**config.mk**
```make
export PLATFORM = sky130hd
export DESIGN_NAME = preprocess_lanes
export DESIGN_NICKNAME = d
export VERILOG_FILES = /design/src/rtl/preprocess_lanes.sv
export SDC_FILE = /design/constraint.sdc
export NUM_CORES = 1
export LEC_CHECK = 0
export BUFFER_PORTS_ARGS = -buffer_cell sky130_fd_sc_hd__clkbuf_2
export CAP_MARGIN = 40
export CORE_AREA = 2 2 286 288
export CTS_CLUSTER_DIAMETER = 120
export CTS_CLUSTER_SIZE = 28
export DETAILED_ROUTE_END_ITERATION = 6
export DIE_AREA = 0 0 288 290
export GPL_ROUTABILITY_DRIVEN = 0
export PLACE_DENSITY_LB_ADDON = 0.3
export SLEW_MARGIN = 10
export SYNTH_ARGS = -nofsm -noshare
export SYNTH_HDL_FRONTEND = slang
export SYNTH_SLANG_ARGS = --single-unit
```
**constraint.sdc**
```tcl
create_clock -name clock -period 9 [get_ports clock]
set_input_delay 1.8 -clock clock [delete_from_list [all_inputs] [get_ports clock]]
set_output_delay 1.8 -clock clock [all_outputs]
set_load 0.05 [all_outputs]
```
**src/rtl/preprocess_lanes.sv**
```systemverilog
// Lane pre-conditioning between fetch and the CORDIC core: a 2-stage lane pipe
// (square-root offset with saturation) feeding a credit-controlled FWFT output FIFO.
module preprocess_lanes #(
  parameter int unsigned        DATA_W     = 32,
  parameter int unsigned        LANES      = 2,
  parameter int unsigned        TAG_W      = 8,
  parameter int unsigned        OP_W       = 4,
  parameter logic [OP_W-1:0]    OP_SQRT    = OP_W'(4'b1000),
  parameter logic [DATA_W-1:0]  OFFSET     = DATA_W'(32'h2000_0000),
  parameter int unsigned        FIFO_DEPTH = 4,
  localparam int unsigned       PW         = TAG_W + OP_W + DATA_W * (LANES + 1),
  localparam int unsigned       CNT_W      = $clog2(FIFO_DEPTH) + 1
) (
  input  logic             clock,
  input  logic             reset,
  input  logic             in_valid,
  output logic             in_ready,
  input  logic [PW-1:0]    in_packet,
  output logic             out_valid,
  input  logic             out_ready,
  output logic [PW-1:0]    out_packet,
  output logic [LANES-1:0] out_sat,
  output logic [CNT_W-1:0] fifo_count
);

  localparam int unsigned PTR_W  = $clog2(FIFO_DEPTH);
  localparam int unsigned LANE_W = DATA_W * LANES;
  localparam int unsigned OP_LSB = DATA_W * (LANES + 1);

  logic              accept_en_q, accept_en_d;
  logic              s1_valid_q, s1_valid_d;
  logic              s1_sqrt_q, s1_sqrt_d;
  logic [PW-1:0]     s1_pkt_q, s1_pkt_d;
  logic              s2_valid_q, s2_valid_d;
  logic [PW-1:0]     s2_pkt_q, s2_pkt_d;
  logic [LANES-1:0]  s2_sat_q, s2_sat_d;
  logic [PTR_W-1:0]  wr_ptr_q, wr_ptr_d;
  logic [PTR_W-1:0]  rd_ptr_q, rd_ptr_d;
  logic [CNT_W-1:0]  cnt_q, cnt_d;
  logic [PW-1:0]     mem_q [FIFO_DEPTH];
  logic [LANES-1:0]  sat_mem_q [FIFO_DEPTH];

  logic              accept;
  logic              push;
  logic              pop;
  logic [CNT_W:0]    credit_used;
  logic [LANE_W-1:0] lane_res;
  logic [LANES-1:0]  lane_sat;

  // Credits cover queued entries plus everything still in the pipe, so the FIFO cannot overflow.
  assign credit_used = (CNT_W+1)'(cnt_q) + (CNT_W+1)'(s1_valid_q) + (CNT_W+1)'(s2_valid_q);
  assign in_ready    = accept_en_q && (credit_used < (CNT_W+1)'(FIFO_DEPTH));
  assign accept      = in_valid && in_ready;
  assign push        = s2_valid_q;
  assign out_valid   = (cnt_q != '0);
  assign pop         = out_valid && out_ready;
  assign out_packet  = out_valid ? mem_q[rd_ptr_q] : '0;
  assign out_sat     = out_valid ? sat_mem_q[rd_ptr_q] : '0;
  assign fifo_count  = cnt_q;

  // Per-lane offset and saturation, one sign-extended bit of headroom.
  for (genvar g = 0; g < LANES; g++) begin : g_lane
    localparam bit IS_EVEN = ((g % 2) == 0);
    logic [DATA_W:0]   a_ext;
    logic [DATA_W:0]   off_ext;
    logic [DATA_W:0]   sum;
    logic              sat;
    logic [DATA_W-1:0] res;

    assign a_ext   = {s1_pkt_q[DATA_W*g + DATA_W - 1], s1_pkt_q[DATA_W*g +: DATA_W]};
    assign off_ext = {OFFSET[DATA_W-1], OFFSET};
    assign sum     = !s1_sqrt_q ? a_ext : (IS_EVEN ? (a_ext + off_ext) : (a_ext - off_ext));
    assign sat     = sum[DATA_W] ^ sum[DATA_W-1];
    assign res     = !sat ? sum[DATA_W-1:0]
                   : (sum[DATA_W] ? {1'b1, {(DATA_W-1){1'b0}}} : {1'b0, {(DATA_W-1){1'b1}}});

    assign lane_res[DATA_W*g +: DATA_W] = res;
    assign lane_sat[g]                  = sat;
  end

  always_comb begin
    accept_en_d = 1'b1;
    s1_valid_d  = accept;
    s1_pkt_d    = s1_pkt_q;
    s1_sqrt_d   = s1_sqrt_q;
    if (accept) begin
      s1_pkt_d  = in_packet;
      s1_sqrt_d = (in_packet[OP_LSB +: OP_W] == OP_SQRT);
    end

    s2_valid_d = s1_valid_q;
    s2_pkt_d   = {s1_pkt_q[PW-1:LANE_W], lane_res};
    s2_sat_d   = lane_sat;

    wr_ptr_d = push ? (wr_ptr_q + PTR_W'(1)) : wr_ptr_q;
    rd_ptr_d = pop  ? (rd_ptr_q + PTR_W'(1)) : rd_ptr_q;
    cnt_d    = cnt_q;
    case ({push, pop})
      2'b10:   cnt_d = cnt_q + CNT_W'(1);
      2'b01:   cnt_d = cnt_q - CNT_W'(1);
      default: cnt_d = cnt_q;
    endcase
  end

  always_ff @(posedge clock or posedge reset) begin
    if (reset) begin
      accept_en_q <= 1'b0;
      s1_valid_q  <= 1'b0;
      s1_sqrt_q   <= 1'b0;
      s1_pkt_q    <= '0;
      s2_valid_q  <= 1'b0;
      s2_pkt_q    <= '0;
      s2_sat_q    <= '0;
      wr_ptr_q    <= '0;
      rd_ptr_q    <= '0;
      cnt_q       <= '0;
    end else begin
      accept_en_q <= accept_en_d;
      s1_valid_q  <= s1_valid_d;
      s1_sqrt_q   <= s1_sqrt_d;
      s1_pkt_q    <= s1_pkt_d;
      s2_valid_q  <= s2_valid_d;
      s2_pkt_q    <= s2_pkt_d;
      s2_sat_q    <= s2_sat_d;
      wr_ptr_q    <= wr_ptr_d;
      rd_ptr_q    <= rd_ptr_d;
      cnt_q       <= cnt_d;
    end
  end

  // Storage needs no reset: the head is masked whenever the count is zero.
  always_ff @(posedge clock) begin
    if (push) begin
      mem_q[wr_ptr_q]     <= s2_pkt_q;
      sat_mem_q[wr_ptr_q] <= s2_sat_q;
    end
  end

endmodule
```
==> out/summary.md, run 1 <==
Yosys
* post-synth design cell area: 0.0255 sq mm
* flip-flop and latch count after synthesis: 669
* Synth area leader: edfxtp_1
* top cells by area in the synthesized netlist: edfxtp_1, dfrtp_1, mux4_2
* sequential-to-total area share from yosys stat: 74.3%
* Syn Area/Cell: 20.2 sq um
* cell count after synthesis: 1,262
* share of Yosys cell area claimed by the top area cell type: 51.8%
* most frequently used cell type in the post-synthesis netlist: edfxtp_1
* synthesized netlist net count: 1,383
* Yosys Warn Count: 0
* dominant register cell in the synthesized netlist: edfxtp_1
* Synth cell types: 41
* share of flip-flops with an asynchronous set or reset after synthesis: 34.2%
* number of synthesized flops with an enable pin: 440
* most frequent cells after synthesis: edfxtp_1, dfrtp_1, and2_1

Setup path
* peak fanout along the critical path: 31
* CP endpoint kind: output port
* critical path class: reg2out
* worst flop-to-flop path startpoint: fifo_count[0]
* cell with the largest stage delay on the worst path: dfrtp_4
* data arrival time of the worst path: 3.20 ns
* Crit Reg-Reg Endpoint: s1_pkt_q[50]
* cells on worst reg2reg path: 6
* worst-path cell chain: buf_4, mux4_2, and2_1, clkbuf_2
* peak per-stage delay on the critical path: 0.87 ns
* minimum setup slack among reg-to-reg paths: 5.43 ns
* worst endpoint required time: 7.20 ns
* element type at the critical path start: register

Global routing
* via count of the first global-routing pass: 12,625
* global route overflow: 0
* wire length of the first global-routing pass: 80.0 mm
* initial antenna violation count: 5
* all-layer global routing usage: 12.6%
* pin count of the biggest net entering global routing: 73

Min path
* type of the most critical hold path: reg2reg
* Worst Hold Path Cells: 0
* min-delay src: s1_pkt_q[90]
* end point of the most critical hold path: s2_pkt_q[90]

Power
* static power due to leakage: 0.0106 uW
* VDD IR max: 0.000238 V
* pwr/cell area: 356 mW/mm^2

Drt
* per-cell routed wire length: 20.6 um
* Iteration-0 DRC Markers: 656
* routed via count: 11,692
* remaining number of nets flagged by the antenna check after routing: 0
* Vias/cell: 4.56
* Pre-antenna DRT Iters: 5
* drt total wl: 52.8 mm
* count of unresolved DRC violations after routing: 0

STA
* final setup fails: 0
* final period utilization: 55.6%
* endpoints failing hold: 0
* post-route worst hold slack: 0.385 ns
* unrepaired setup endpoints after global routing: no
* Fmax achieved: 200 MHz
* number of slew-limit violations in the final report: 0
* Final min period: 5.00 ns
* sum of negative setup slack: 0 ns
* headroom to the max-slew limit: 42.9%
* setup skew after layout: 0.0330 ns
* actual slew at the worst max-slew pin: 0.856 ns

Clock network
* worst skew pair latency: 0.62 ns
* H-tree level count: 1
* cell at the root of the clock tree: clkbuf_16
* clock slew at the register clock pins of the worst setup and hold paths: 0.11 ns
* Bufs on Longest Clock Path: 3
* Clock Sinks: 669
* number of hold buffers added after CTS: 0
* number of clock buffers inserted by TritonCTS: 28
* quantity of gates resized following cts: 0
* number of buffers added for setup after CTS: 0
* TritonCTS clock tree: built

Layout
* fill cell total of the finished layout: 7,598
* proportion of layout cells with a drive suffix above 1: 34.6%
* multi-input gate area in the final layout: 0.00595 sq mm
* Layout Area Growth over Synthesis: 12.2%
* area occupied by registers: 0.0190 sq mm
* number of nets at the end of the flow: 1,599

Placement
* detailed placement HPWL: 31.7 mm
* PortBufs: 226

Die
* number of primary I/O pins: 227
* Initial Util: 31.8%
* Row Count: 104
* core area: 0.0802 sq mm
* die outline area: 0.0835 sq mm
* Die Span X: 288 um
* y dimension of the die: 290 um

Job
* reported max-cap violation count: 0

Run status
* result of the run: complete, no violations

## stage by stage
step | cell area (sq um) | instances | power (uW) | util, % | setup slack (ns)
floorplan | 25500 | 1262 | 7810 | - | 0.924
global placement | 27600 | 2502 | 8710 | 34.4 | 4.56
detailed placement | 27800 | 2508 | 8810 | 34.6 | 4.54
CTS | 28600 | 2560 | 10400 | 35.7 | 3.83
global route | 28600 | 2560 | 10700 | 35.7 | 3.73
finish | 28600 | 2562 | 10200 | 35.7 | 4.00
## layer usage
metal / share of wire (%) / track usage [%]
met2: 49 / 20.9
met4: 1.4 / 2.17
met3: 4.2 / 1.94
met1: 46 / 17.7
met5: 0.044 / 0
## cell families after synthesis
family	synth area share (%)
muxes	16.0
and+or+nand+nor	4.25
AOI/OAI and AO/OA	2.22
DFF	74.3
adders and majority gates	0.471
xor gates and xnor gates	0.206
buffers and inverters	2.46
other	0.0147
## registers in the layout, indices dropped and copies added, names as in the netlist
| register | flops |
|---|---|
| fifo_count | 3 |
| push | 1 |
| mem_q | 432 |
| wr_ptr_q | 2 |
| s2_pkt_q | 108 |
| s2_sat_q | 2 |
| s1_valid_q | 1 |
| rd_ptr_q | 2 |
| sat_mem_q | 8 |
| accept_en_q | 1 |
| s1_pkt_q | 108 |
| s1_sqrt_q | 1 |
## power breakdown
group | total, uW | switching [uW] | internal (uW)
Combinational | 3850 | 2410 | 1440
Clock | 1550 | 923 | 622
Sequential | 4780 | 539 | 4240
Total | 10200 | 3880 | 6300
## cell type report
class                      instances  share of cell area, %
multi-input combinational        512                   20.8
sequential                       669                   66.3
clock inverter                     2                  0.114
inverter                          12                  0.184
tap                             1060                   4.64
antenna                            2                 0.0175
clock buffer                      50                   2.81
timing repair buffer             255                   5.15
## worst max-delay path by stage
stage,from,end,cells past startpoint
global route,rd_ptr_q[0],out_packet[63],4
CTS,rd_ptr_q[0],out_packet[65],4
finish,rd_ptr_q[0],out_packet[63],4
detailed placement,rd_ptr_q[0],out_packet[65],4
floorplan,reset,accept_en_q,1
global placement,rd_ptr_q[0],out_packet[65],4
## critical path, delay by kind of cell, from the launching register on
| family | cells | cell delay, ns |
|---|---|---|
| buf+inv | 2 | 0.87 |
| mux | 1 | 0.60 |
| simple gates | 1 | 0.18 |
| flops | 1 | 0.87 |
## cell usage in the layout, fill, tap and decap left out, types with 29 or more instances in the layout
cell type,synthesis,layout
mux2_4,99,99
nor2_1,64,63
edfxtp_1,440,440
dfrtp_1,229,226
clkbuf_16,0,29
a21o_1,31,31
and2_1,116,112
mux4_2,110,110
a211oi_1,29,29
clkbuf_2,0,226
No activity file was read; power rests on OpenSTA's default activity.
==> run 2, diff against run 1 <==
Settings changed: ABC_AREA set to 1, CORE_AREA 2 2 286 288 to 2 2 287 289, DIE_AREA 0 0 288 290 to 0 0 289 291.
Clock period 9 ns to 4.6 ns, I/O delays scaled along.
==> run 2 against run 1 <==
  * Wire length is 25% higher
  * Via count is 39% higher
  * Cell count is 32% higher
  * First-iteration DRC count is 78% higher
  * Critical endpoint is now out_packet[10]
  * Largest cell class unchanged
  * Critical path type unchanged
  * Clock power is 97% higher
  * Die area is 0.69% higher
  * Clock skew is 0.0030 ns lower
  * Core utilization is 0.24 points lower
  * Combinational power is 130% higher
  * Setup slack worse by 3.1 ns
==> out/summary.md, run 2 <==
Global routing
* global route overflow: 0, unchanged
* via count of the first global-routing pass: 16,395, +30%
* wire length of the first global-routing pass: 99.6 mm, +25%
* all-layer global routing usage: 15.5%, +2.9 points
* pin count of the biggest net entering global routing: 112, +53%
* initial antenna violation count: 4, -1

Run status
* result of the run: complete, no violations

Clock network
* Bufs on Longest Clock Path: 3, unchanged
* number of hold buffers added after CTS: 0, unchanged
* worst skew pair latency: 0.62 ns, about the same
* TritonCTS clock tree: built
* cell at the root of the clock tree: clkbuf_16
* quantity of gates resized following cts: 0, unchanged
* clock slew at the register clock pins of the worst setup and hold paths: 0.11 ns, about the same
* number of clock buffers inserted by TritonCTS: 28, unchanged
* number of buffers added for setup after CTS: 0, unchanged
* Clock Sinks: 669, unchanged
* H-tree level count: 1, unchanged

STA
* Fmax achieved: 267 MHz
* endpoints failing hold: 0, unchanged
* sum of negative setup slack: 0 ns, unchanged
* post-route worst hold slack: 0.365 ns, -0.0200 ns
* headroom to the max-slew limit: 43.6%, +0.69 points
* setup skew after layout: 0.0301 ns, -0.00297 ns
* final setup fails: 0, unchanged
* number of slew-limit violations in the final report: 0, unchanged
* final period utilization: 81.6%
* actual slew at the worst max-slew pin: 0.846 ns, -0.0104 ns
* Final min period: 3.75 ns
* unrepaired setup endpoints after global routing: no

Drt
* Pre-antenna DRT Iters: 7, +2
* per-cell routed wire length: 19.5 um, -5.5%
* Iteration-0 DRC Markers: 1,168, +78%
* count of unresolved DRC violations after routing: 0, unchanged
* remaining number of nets flagged by the antenna check after routing: 0, unchanged
* Vias/cell: 4.81, +5.5%
* routed via count: 16,280, +39%
* drt total wl: 65.9 mm, +25%

Setup path
* cells on worst reg2reg path: 8, +2
* critical path class: reg2out
* first element of the critical path: rd_ptr_q[0]
* CP endpoint kind: output port
* element type at the critical path start: register
* peak fanout along the critical path: 89, +190%
* minimum setup slack among reg-to-reg paths: 1.57 ns, -3.86 ns
* Critical Path Sink: out_packet[10]
* Crit Reg-Reg Endpoint: s1_sqrt_q
* worst endpoint required time: 3.68 ns, -3.52 ns
* data arrival time of the worst path: 2.83 ns, -0.37 ns
* worst flop-to-flop path startpoint: push

Yosys
* sequential-to-total area share from yosys stat: 73.9%, -0.45 points
* Synth area leader: edfxtp_1
* dominant register cell in the synthesized netlist: edfxtp_1
* cell count after synthesis: 2,137, +69%
* most frequent cells after synthesis: nor2_1, edfxtp_1, nand2_1
* Syn Area/Cell: 12.0 sq um, -41%
* number of synthesized flops with an enable pin: 440, unchanged
* most frequently used cell type in the post-synthesis netlist: nor2_1
* Synth cell types: 27, -34%
* flip-flop and latch count after synthesis: 669, unchanged
* top cells by area in the synthesized netlist: edfxtp_1, dfrtp_1, nor2_1
* share of flip-flops with an asynchronous set or reset after synthesis: 34.2%, unchanged
* synthesized netlist net count: 2,258, +63%
* share of Yosys cell area claimed by the top area cell type: 51.5%, -0.31 points
* post-synth design cell area: 0.0256 sq mm, +0.60%
* Yosys Warn Count: 0, unchanged

Power
* total power of the final layout: 21,000 uW, +110%
* pwr/cell area: 729 mW/mm^2, +100%
* sequential share of power: 43.4%, -3.6 points
* internal power component: 11,500 uW, +83%
* net switching fraction of the power: 45.0%, +6.9 points
* static power due to leakage: 0.0115 uW, +8.3%
* net switching component of the power: 9430 uW, +140%
* Comb pwr share: 42.0%, +4.1 points
* VDD IR max: 0.000469 V, +97%
* clock power share: 14.6%, -0.6 points

Job
* reported max-cap violation count: 0, unchanged

Die
* die outline area: 0.0841 sq mm, +0.69%
* y dimension of the die: 291 um, +0.34%
* Die Span X: 289 um, +0.35%
* number of primary I/O pins: 227, unchanged
* core area: 0.0812 sq mm, +1.3%
* Row Count: 105, +0.96%
* Initial Util: 31.6%, -0.22 points

Layout
* Layout Area Growth over Synthesis: 12.2%, about the same
* number of nets at the end of the flow: 2,408, +51%
* max FFs per register: 432, unchanged
* largest register by flop count: mem_q
* Largest regs: mem_q (432), s1_pkt_q (108), s2_pkt_q (108)
* leading cell type in the layout, fill and taps excluded: nor2_1
* top library cells by usage in the layout, fill and taps aside: nor2_1, edfxtp_1, nand2_1, dfrtp_1, clkbuf_2
* proportion of layout cells with a drive suffix above 1: 14.0%, -21 points

Placement
* PortBufs: 226, unchanged
* detailed placement HPWL: 38.7 mm, +22%

Min path
* type of the most critical hold path: in2async

-- run 2: area by class of cell --
class | count | area, sq um
repair buffers | 270 | 1710
well taps | 1070 | 1340
multi-input cells | 1285 | 5750
fillers | 7959 | 52400
clock buffers | 50 | 826
clock inverters | 2 | 32.5
flip-flops and latches | 669 | 19000
diodes | 3 | 7.51
inverters | 33 | 158
-- run 2: power groups by stage --
stage / clock (uW) / sequential, uW / combinational [uW]
global route: 3380 / 9270 / 9570
finish: 3050 / 9100 / 8810
global placement: 0 / 9140 / 8780
detailed placement: 0 / 9230 / 8950
floorplan: 0 / 9010 / 6530
CTS: 3170 / 9090 / 8980
-- run 2: worst min-delay path by stage --
stage	slack, ns	start	endpoint
after floorplan	0.35	s1_valid_q	push
after global placement	0.36	s1_pkt_q[95]	s2_pkt_q[95]
after detailed placement	0.36	s1_pkt_q[67]	s2_pkt_q[67]
after CTS	0.33	reset	s1_pkt_q[101]
after global routing	0.39	reset	s1_pkt_q[101]
final	0.37	reset	s1_pkt_q[101]
-- run 2: metal layers --
layer  wire [um]  GRT usage [%]  share of wire, %
met5           0              0                 0
met2       32700           26.8                50
met1       29000           20.4                44
met4        1560           4.14               2.4
met3        2660           1.79               4.0
-- run 2: kinds of logic after synthesis --
| kind of cell | share of synthesized area, % |
|---|---|
| and+or+nand+nor | 15.1 |
| DFF | 73.9 |
| AOI/OAI and AO/OA | 6.54 |
| buffers and inverters | 3.81 |
| adders and majority gates | 0.469 |
| xor gates and xnor gates | 0.205 |
| other | 0.0146 |
-- run 2: per-stage QoR --
stage	cells	setup WS, ns	area (sq um)	util (%)
2_1_floorplan	2137	0.686	25600	-
3_3_place_gp	3318	1.45	27700	34.1
3_5_place_dp	3327	1.42	27900	34.4
4_1_cts	3379	0.723	28800	35.4
5_1_grt	3382	0.552	28800	35.4
6_report	3382	0.848	28800	35.4
-- run 2: critical path: stages, from the launching register on --
cell,delay [ns]
dfrtp_4,0.53
inv_6,0.52
buf_12,0.30
o21ai_0,0.13
a21oi_1,0.35
clkbuf_2,0.35
==> run 3, diff against run 2 <==
Clock period 4.6 ns to 3.25 ns, I/O delays scaled along.
==> run 3 against run 2 <==
  * Core utilization up 0.44 points
  * Cell area up 1.2%
  * Clock skew down 0.012 ns
  * Count of clock-buffer cells in the layout down 2
  * Die area unchanged
  * Largest cell class unchanged
==> out/summary.md, run 3 (synthesis gave the netlist of run 2 again) <==
Clock network
* clock slew at the register clock pins of the worst setup and hold paths: 0.11 ns, about the same
* H-tree level count: 1, unchanged
* number of hold buffers added after CTS: 0, unchanged
* TritonCTS clock tree: built
* cell at the root of the clock tree: clkbuf_16
* Bufs on Longest Clock Path: 3, unchanged
* number of clock buffers inserted by TritonCTS: 27, -3.6%
* worst skew pair latency: 0.60 ns, -0.02 ns
* Clock Sinks: 669, unchanged

Global routing
* global routing usage on met2: 27.3%, +0.42 points
* via count of the first global-routing pass: 16,353, -0.26%
* all-layer global routing usage: 15.5%, +0.038 points
* initial antenna violation count: 1, -3
* global route overflow: 0, unchanged
* met3 track utilization from global routing: 1.51%, -0.27 points
* met1 Track Usage GR: 20.2%, -0.16 points
* wire length of the first global-routing pass: 99.7 mm, +0.11%
* global-route layer with the greatest usage: met2
* pin count of the biggest net entering global routing: 114, +1.8%

Drt
* Iteration-0 DRC Markers: 1,163, -0.43%
* Vias/cell: 4.80, -0.35%
* per-cell routed wire length: 20.0 um, +2.9%
* remaining number of nets flagged by the antenna check after routing: 0, unchanged
* drt total wl: 67.9 mm, +3.1%
* count of unresolved DRC violations after routing: 0, unchanged
* routed via count: 16,256, -0.15%
* Pre-antenna DRT Iters: 5, -2

Setup path
* worst endpoint required time: 2.60 ns, -1.08 ns
* CP endpoint kind: output port
* buffer and inverter count on the worst path: 2, -1
* element type at the critical path start: register
* peak fanout along the critical path: 26, -71%
* minimum setup slack among reg-to-reg paths: 1.13 ns, -0.44 ns
* Crit Reg-Reg Endpoint: s2_pkt_q[43]
* data arrival time of the worst path: 2.50 ns, -0.33 ns
* worst-path cell chain: buf_4, nor2_1, o21ai_0, a21oi_1, clkbuf_2
* cells on worst reg2reg path: 6, -2
* worst flop-to-flop path startpoint: s1_sqrt_q
* critical path class: reg2out
* kind of cell adding the most delay to the critical path: buffers and inverters
* peak per-stage delay on the critical path: 0.62 ns, +0.09 ns
* cell with the largest stage delay on the worst path: dfrtp_4

STA
* final period utilization: 97.0%
* endpoints failing hold: 0, unchanged
* unrepaired setup endpoints after global routing: no
* sum of negative setup slack: 0 ns, unchanged
* headroom to the max-slew limit: 44.6%, +0.96 points
* Fmax achieved: 317 MHz
* Final min period: 3.15 ns
* setup skew after layout: 0.0177 ns, -0.0124 ns
* final setup fails: 0, unchanged
* post-route worst hold slack: 0.101 ns, -0.265 ns
* actual slew at the worst max-slew pin: 0.831 ns, -0.0144 ns
* post-route setup slack: 0.0978 ns, -0.750 ns
* number of slew-limit violations in the final report: 0, unchanged

Power
* static power due to leakage: 0.0116 uW, +1.1%
* sequential share of power: 42.8%, -0.6 points
* pwr/cell area: 1040 mW/mm^2, +43%
* clock power share: 13.5%, -1.1 points
* Comb pwr share: 43.7%, +1.7 points
* net switching fraction of the power: 44.7%, -0.29 points
* VDD IR max: 0.000612 V, +30%
* net switching component of the power: 13,500 uW, +44%
* internal power component: 16,800 uW, +45%

Layout
* number of nets at the end of the flow: 2,420, +0.50%
* Layout Area Growth over Synthesis: 13.6%
* fill cell total of the finished layout: 7,954, -0.063%
* count of inserted antenna diode cells: 0, -3
* leading cell type in the layout, fill and taps excluded: nor2_1
* Largest regs: mem_q (432), s1_pkt_q (108), s2_pkt_q (108)
* top library cells by usage in the layout, fill and taps aside: nor2_1, edfxtp_1, nand2_1, dfrtp_1, clkbuf_2
* multi-input gate area in the final layout: 0.00577 sq mm, +0.46%
* largest register by flop count: mem_q
* area occupied by registers: 0.0190 sq mm, unchanged
* max FFs per register: 432, unchanged
* Design Area, Final: 0.0291 sq mm, +1.2%
* proportion of layout cells with a drive suffix above 1: 14.7%, +0.63 points

Die
* Initial Util: 31.6%, unchanged
* y dimension of the die: 291 um, unchanged
* Die Span X: 289 um, unchanged
* core area: 0.0812 sq mm, unchanged
* Row Count: 105, unchanged
* die outline area: 0.0841 sq mm, unchanged
* number of primary I/O pins: 227, unchanged

Run status
* result of the run: complete, no violations

Placement
* PortBufs: 226, unchanged
* cell area after placement: 0.0282 sq mm, +0.93%
* detailed placement HPWL: 40.5 mm, +4.8%
* post-placement setup slack: 0.579 ns, -0.839 ns

Min path
* type of the most critical hold path: in2async

Job
* reported max-cap violation count: 0, unchanged

## run 3: cell count changes in the layout (fill, tap and decap cells not counted), moves of 2 or more
cell,previous run,this run
a21oi_1,110,103
a21oi_2,0,7
buf_12,10,31
buf_16,6,4
buf_2,0,7
buf_4,29,27
clkbuf_2,225,202
clkbuf_4,0,6
clkinvlp_4,1,3
diode_2,3,0
inv_6,5,2
## run 3: what timing repair did
| action | in CTS | in global routing |
|---|---|---|
| endpoints found under the setup margin | 24 | 75 |
| setup buffers | 0 | 2 |
| resized for setup | 12 | 18 |
| gates cloned | 0 | 4 |
## run 3: layer usage
layer	vias up	wire length [um]
li1	7651	-
met1	8165	29300
met2	350	34200
met3	90	2780
met4	0	1640
met5	-	0
## run 3: final cells by class
class	count	area share, %
Clock buffer	48	2.59
Clock inverter	1	0.0172
Inverter	33	0.559
Multi-Input combinational cell	1285	19.8
Sequential cell	669	65.1
Tap cell	1070	4.60
Timing Repair Buffer	283	7.35
## run 3: how the worst max path moves through the flow
stage                     slack, ns  depth (start not counted)   startpoint        endpoint
after global placement         0.61                          6  rd_ptr_q[0]  out_packet[41]
after detailed placement       0.58                          6  rd_ptr_q[0]  out_packet[41]
final                           0.1                          5  rd_ptr_q[1]   out_packet[8]
after floorplan               -0.39                          1        reset     accept_en_q
after global routing         0.0005                          7  rd_ptr_q[0]  out_packet[84]
after CTS                    -0.008                          6  rd_ptr_q[0]  out_packet[91]
## run 3: worst reg2reg max path, cell delays in order (launching register included)
cell	delay [ns]
dfrtp_1	0.68
inv_2	0.12
nor2_4	0.13
nand2_1	0.08
nand3_1	0.47
buf_4	0.39
nand2_1	0.12
## run 3: through the flow
stage | utilization [%] | power, uW | cells
3_5_place_dp | 34.7 | 26200 | 3334
4_1_cts | 35.7 | 30300 | 3383
2_1_floorplan | - | 22000 | 2137
6_report | 35.9 | 30300 | 3389
3_3_place_gp | 34.6 | 25900 | 3332
5_1_grt | 35.9 | 32100 | 3389
## run 3: power groups by stage
stage	Clock, uW	Combinational [uW]	Sequential (uW)
after floorplan	0	9240	12700
after global placement	0	12900	13000
after detailed placement	0	13000	13100
after CTS	4250	13100	12900
after global routing	4520	14300	13200
final	4090	13200	13000
